$ cat config.mk
export PLATFORM = sky130hd
export DESIGN_NAME = module_seg_scan_driver
export DESIGN_NICKNAME = d
export VERILOG_FILES = /design/src/rtl/seg_pkg.sv /design/src/rtl/seg_hex_rom.sv /design/src/rtl/module_seg_scan_driver.sv
export SDC_FILE = /design/constraint.sdc
export NUM_CORES = 1
export LEC_CHECK = 0
export BUFFER_PORTS_ARGS = -buffer_cell sky130_fd_sc_hd__buf_2
export CORE_AREA = 2 2 59 74
export CTS_BUF_LIST = sky130_fd_sc_hd__clkbuf_16
export CTS_CLUSTER_SIZE = 10
export DETAILED_ROUTE_END_ITERATION = 8
export DIE_AREA = 0 0 61 76
export PLACE_DENSITY = 0.82
export SLEW_MARGIN = 25
export SYNTH_ARGS = -nofsm -noshare
export SYNTH_HDL_FRONTEND = slang
export SYNTH_SLANG_ARGS = --single-unit
$ cat constraint.sdc
create_clock -name clk -period 3.4 [get_ports clk]
set_input_delay 0.17 -clock clk [delete_from_list [all_inputs] [get_ports clk]]
set_output_delay 0.17 -clock clk [all_outputs]
set_load 0.005 [all_outputs]
$ cat src/rtl/seg_pkg.sv
// Shared types and constants for the seven-segment scan driver family.
// Segment bit order is {a,b,c,d,e,f,g}, active-high.
package seg_pkg;

    typedef logic [6:0] seg_t;

    typedef enum logic {PH_DEAD, PH_ON} phase_t;

    localparam seg_t SEG_BLANK = 7'b0000000;

    localparam seg_t SEG_HEX [16] = '{
        7'b1111110, 7'b0110000, 7'b1101101, 7'b1111001,
        7'b0110011, 7'b1011011, 7'b1011111, 7'b1110000,
        7'b1111111, 7'b1111011, 7'b1110111, 7'b0011111,
        7'b1001110, 7'b0111101, 7'b1001111, 7'b1000111
    };

endpackage

$ cat src/rtl/seg_hex_rom.sv
// Combinational hex nibble to seven-segment lookup; usable standalone by
// single-digit displays.
module seg_hex_rom
    import seg_pkg::*;
(
    input  logic [3:0] nib,
    output seg_t       seg
);

    assign seg = SEG_HEX[nib];

endmodule

$ cat src/rtl/module_seg_scan_driver.sv
// Multiplexed N-digit seven-segment driver with per-slot anode dead time.
// Optional leading-zero blanking is enabled by defining SEG_LEADING_ZERO_BLANK_EN.
module module_seg_scan_driver
    import seg_pkg::*;
#(
    parameter int unsigned N_DIGITS    = 4,
    parameter int unsigned REFRESH_DIV = 50000,
    parameter int unsigned DEAD_CYCLES = 16
) (
    input  logic                    clk,
    input  logic                    rst_n,
    input  logic                    load_i,
    input  logic [4*N_DIGITS-1:0]   value_i,
    output logic [6:0]              seg_o,
    output logic [N_DIGITS-1:0]     an_o
);

    localparam int unsigned PW = (REFRESH_DIV > 1) ? $clog2(REFRESH_DIV) : 1;
    localparam int unsigned IW = (N_DIGITS > 1) ? $clog2(N_DIGITS) : 1;
    localparam phase_t PH_RESET = (DEAD_CYCLES == 0) ? PH_ON : PH_DEAD;

    logic [PW-1:0]         pre, pre_nxt;
    logic [IW-1:0]         idx, idx_nxt;
    logic [4*N_DIGITS-1:0] shadow;
    phase_t                phase, phase_nxt;
    logic                  wrap;
    logic [3:0]            nib;
    seg_t                  rom_seg, seg_nxt;
    logic [N_DIGITS-1:0]   an_nxt;

    seg_hex_rom u_rom (
        .nib (nib),
        .seg (rom_seg)
    );

    always_comb begin
        wrap      = (pre == PW'(REFRESH_DIV - 1));
        pre_nxt   = wrap ? '0 : pre + PW'(1);
        idx_nxt   = idx;
        if (wrap)
            idx_nxt = (idx == IW'(N_DIGITS - 1)) ? '0 : idx + IW'(1);
        // Phase is tracked against the prescaler value it will hold next cycle.
        phase_nxt = (32'(pre_nxt) < DEAD_CYCLES) ? PH_DEAD : PH_ON;
        nib       = shadow[{idx, 2'b00} +: 4];
        an_nxt    = (phase == PH_DEAD) ? '1 : ~(N_DIGITS'(1) << idx);
    end

`ifdef SEG_LEADING_ZERO_BLANK_EN
    logic blank;

    always_comb begin
        blank = 1'b0;
        for (int unsigned k = 1; k < N_DIGITS; k++)
            if (idx == IW'(k) && (shadow >> (4 * k)) == '0)
                blank = 1'b1;
        seg_nxt = blank ? SEG_BLANK : rom_seg;
    end
`else
    assign seg_nxt = rom_seg;
`endif

    always_ff @(posedge clk) begin
        if (!rst_n) begin
            pre    <= '0;
            idx    <= '0;
            shadow <= '0;
            phase  <= PH_RESET;
            seg_o  <= SEG_BLANK;
            an_o   <= '1;
        end else begin
            pre   <= pre_nxt;
            idx   <= idx_nxt;
            phase <= phase_nxt;
            if (load_i)
                shadow <= value_i;
            seg_o <= seg_nxt;
            an_o  <= an_nxt;
        end
    end

endmodule

==> results.cfg <==
[floorplan]
die_height_um = 76
fp-row-count = 26
core-area_mm2 = 0.00400
dieArea_mm2 = 0.00464
io_pins = 30
die_w_um = 61
initial_core_util_pct = 56.8

[layout]
stdcell_area_mm2 = 0.00257
antenna-diode-count = 0
filler_cell_count = 334
drive_above_1_share_pct = 17.5
instances_no_fill = 313
area_growth_pct = 13.3
nNetsFinal = 287
final_util_pct = 64.3

[global_routing]
grt-busiest-layer = met2
grt_usage_pct = 18.8
use_met1_pct = 21.4
grt_pass1_vias = 1553
grt_pass1_wl_um = 6560
grtUsageMet3_pct = 5.43
antenna_found_initial = 0
overflow = 0
met2_usage_pct = 30.8
grt_start_max_net_pins = 35

[worst_setup_path]
crit_path_end_kind = flop
cp.depth = 7
crit_family = multiplexers
cp_data_required_time_ns = 3.58
path_buf_inv = 1
worst_path_max_delay_cell = mux4_1
cpPeakStageDelay_ns = 0.70
arrival_ns = 2.22
startpoint = idx[0]
path_max_fanout = 8
path_class = flop to flop
rr_worst_depth = 7
timing.rr.end = seg_o[3]
worstPathCellList = mux4_1, inv_1, ha_1, nand2_1, o21ai_0, mux2i_1, nor2b_1
crit_end = seg_o[3]
start_kind = flop
r2r-start = idx[0]
rrSetupSlack_ns = 1.35

[synthesis]
synth_fp_nets = 267
syn_area_mm2 = 0.00227
synth_top_area_cell = dfxtp_1
ys.flop_type = dfxtp_1
synth_cell_types = 39
async_flop_share_pct = 0
yosysSeqAreaShare_pct = 40.5
synthCells = 236
synth_edf_count = 0
synth.top_cell.area_share_pct = 40.5
yosysWarnings = 0
syn_avg_cell_area_um2 = 9.63
yosys_register_bits = 46
synth_top_cells_by_area = dfxtp_1 41%, mux2i_1 8.4%, nor2b_1 6.9%

[timing]
hold_slack_ns = 0.152
setup_slack_ns = 1.35
fin_crit_ns = 2.05
rsz0062_at_grt = no
period_share_pct = 60.2
hold_violations = 0
setup_viol = 0
tightest_slew_ns = 0.485
max-slew-margin-rel_pct = 67.4
max_freq_ghz = 0.488
finalSetupTns_ns = 0
drv_slew = 0
skew_ns = 0.00297

[clock_network]
cts_tree = yes
cts_resized = 0
clock_path_buffers = 2
ctsHoldBuffers = 0
root_buffer = clkbuf_16
clock-sinks = 46
post-cts-setup-buffers = 0
cts_made_buffers = 5
insertion_delay_ns = 0.28
clkTransAtPathRegs_ns = 0.06
htreeDepth = 2

[power]
vdd_ir_drop_max_mv = 0.240
power.density_mw_per_mm2 = 470
p_leak_nw = 1.06
power_mw = 1.21

[routing]
num_vias = 1656
post-route-drc-count = 0
dr.pass1.iters = 4
drt-total-wl_um = 4050
dr.first_iter.drc_count = 125
wire_per_inst_um = 13.0
ant_nets = 0
vias_per_cell = 5.29

[placed_design]
dpl.cell_count = 305
pre_cts_ws_ns = 1.36
gp_congestion = 0.853
hpwl_um = 2990
io_buffer_count = 29
place_area_mm2 = 0.00240

[run]
max_cap_violations = 0

[hold_path]
hold_path.class = input port to flop

[status]
status = finished clean
## report_power, final
group          switching, mW  internal [mW]
clock network          0.197          0.346
logic                 0.0462         0.0473
registers             0.0110          0.561
total                  0.254          0.954
## metal layers
metal  share of wire, %  up-vias
met5                  0        -
met1                 42      766
li1                   -      847
met2                 52       33
met3                3.2       10
met4                2.4        0
## worst register-to-register path, stage by stage, from the launching register on
cell and delay [ns]:
dfxtp_1 0.50, mux4_1 0.70, inv_1 0.17, ha_1 0.26, nand2_1 0.06, o21ai_0 0.07, mux2i_1 0.12, nor2b_1 0.05
## Yosys cell counts, types with 3 or more instances
master	number
ha_1	12
xnor2_1	7
nor2b_1	25
a21oi_1	6
xor2_1	9
nor4_1	4
clkbuf_1	6
o21ai_0	3
dfxtp_1	46
nor3_1	6
nor2_1	20
and2_1	3
inv_1	7
buf_2	7
nand4_1	4
nand3_1	14
mux2i_1	19
nand2_1	10
## cells by family after synthesis
| kind of cell | count (synthesis) | synth area share, % |
|---|---|---|
| and+or+nand+nor | 95 | 22.4 |
| xor gates and xnor gates | 16 | 6.17 |
| DFF | 46 | 40.5 |
| adders and majority gates | 12 | 6.61 |
| buffers and inverters | 23 | 4.85 |
| AOI/OAI and AO/OA | 19 | 5.84 |
| muxes | 25 | 13.7 |
## sequential cells by signal, indices dropped and copies added, names as in the netlist
| name | flops |
|---|---|
| pre | 16 |
| idx | 2 |
| an_o | 4 |
| shadow | 16 |
| seg_o | 7 |
| phase | 1 |
## cell type report
class                   count  area (µm²)  area share, %
multi-input cells         167        1240           48.2
repair buffers             29         145           5.64
inverters                   7        26.3           1.02
clock inverters             3        45.0           1.75
clock buffers               5         125           4.86
well taps                  56        70.1           2.72
flip-flops and latches     46         921           35.8
## placed cells by master, fill, tap and decap left out
| cell | Yosys | final |
|---|---|---|
| o31ai_1 | 1 | 1 |
| nor3b_1 | 2 | 2 |
| bufinv_16 | 0 | 1 |
| o221a_2 | 1 | 1 |
| inv_1 | 7 | 7 |
| mux4_2 | 2 | 2 |
| nor2_1 | 20 | 20 |
| a21oi_1 | 6 | 6 |
| o311a_2 | 1 | 1 |
| or3_1 | 1 | 1 |
| o221a_1 | 1 | 1 |
| xnor2_1 | 7 | 7 |
| nor2b_1 | 25 | 25 |
| mux2_2 | 2 | 2 |
| o21ai_0 | 3 | 3 |
| ha_1 | 12 | 12 |
| and3_1 | 2 | 2 |
| xor2_1 | 9 | 9 |
| mux2i_1 | 19 | 19 |
| nor4_1 | 4 | 4 |
| nand2_1 | 10 | 10 |
| nand2b_1 | 1 | 1 |
| dfxtp_1 | 46 | 46 |
| mux4_1 | 2 | 2 |
| or2_4 | 1 | 1 |
| o31a_1 | 1 | 1 |
| o211a_1 | 1 | 1 |
| nand4_1 | 4 | 4 |
| a31oi_1 | 2 | 2 |
| buf_2 | 7 | 29 |
| nor4_2 | 1 | 1 |
| clkbuf_16 | 0 | 5 |
| nand3_1 | 14 | 14 |
| nor3_1 | 6 | 6 |
| clkinvlp_4 | 0 | 2 |
| o21a_1 | 1 | 1 |
| a22oi_1 | 1 | 1 |
| and2_1 | 3 | 3 |
| and4_1 | 1 | 1 |
## worst min path at each step
stage                            from         end  slack [ns]  depth (start not counted)
after floorplan                 rst_n   shadow[6]        0.30                          1
after global placement          phase     an_o[0]        0.42                          1
after detailed placement        phase     an_o[1]        0.42                          1
after CTS                 value_i[14]  shadow[14]        0.15                          3
after global routing       value_i[1]   shadow[1]        0.15                          3
final                      value_i[1]   shadow[1]        0.15                          3
Power figures use the tool's default switching activity.
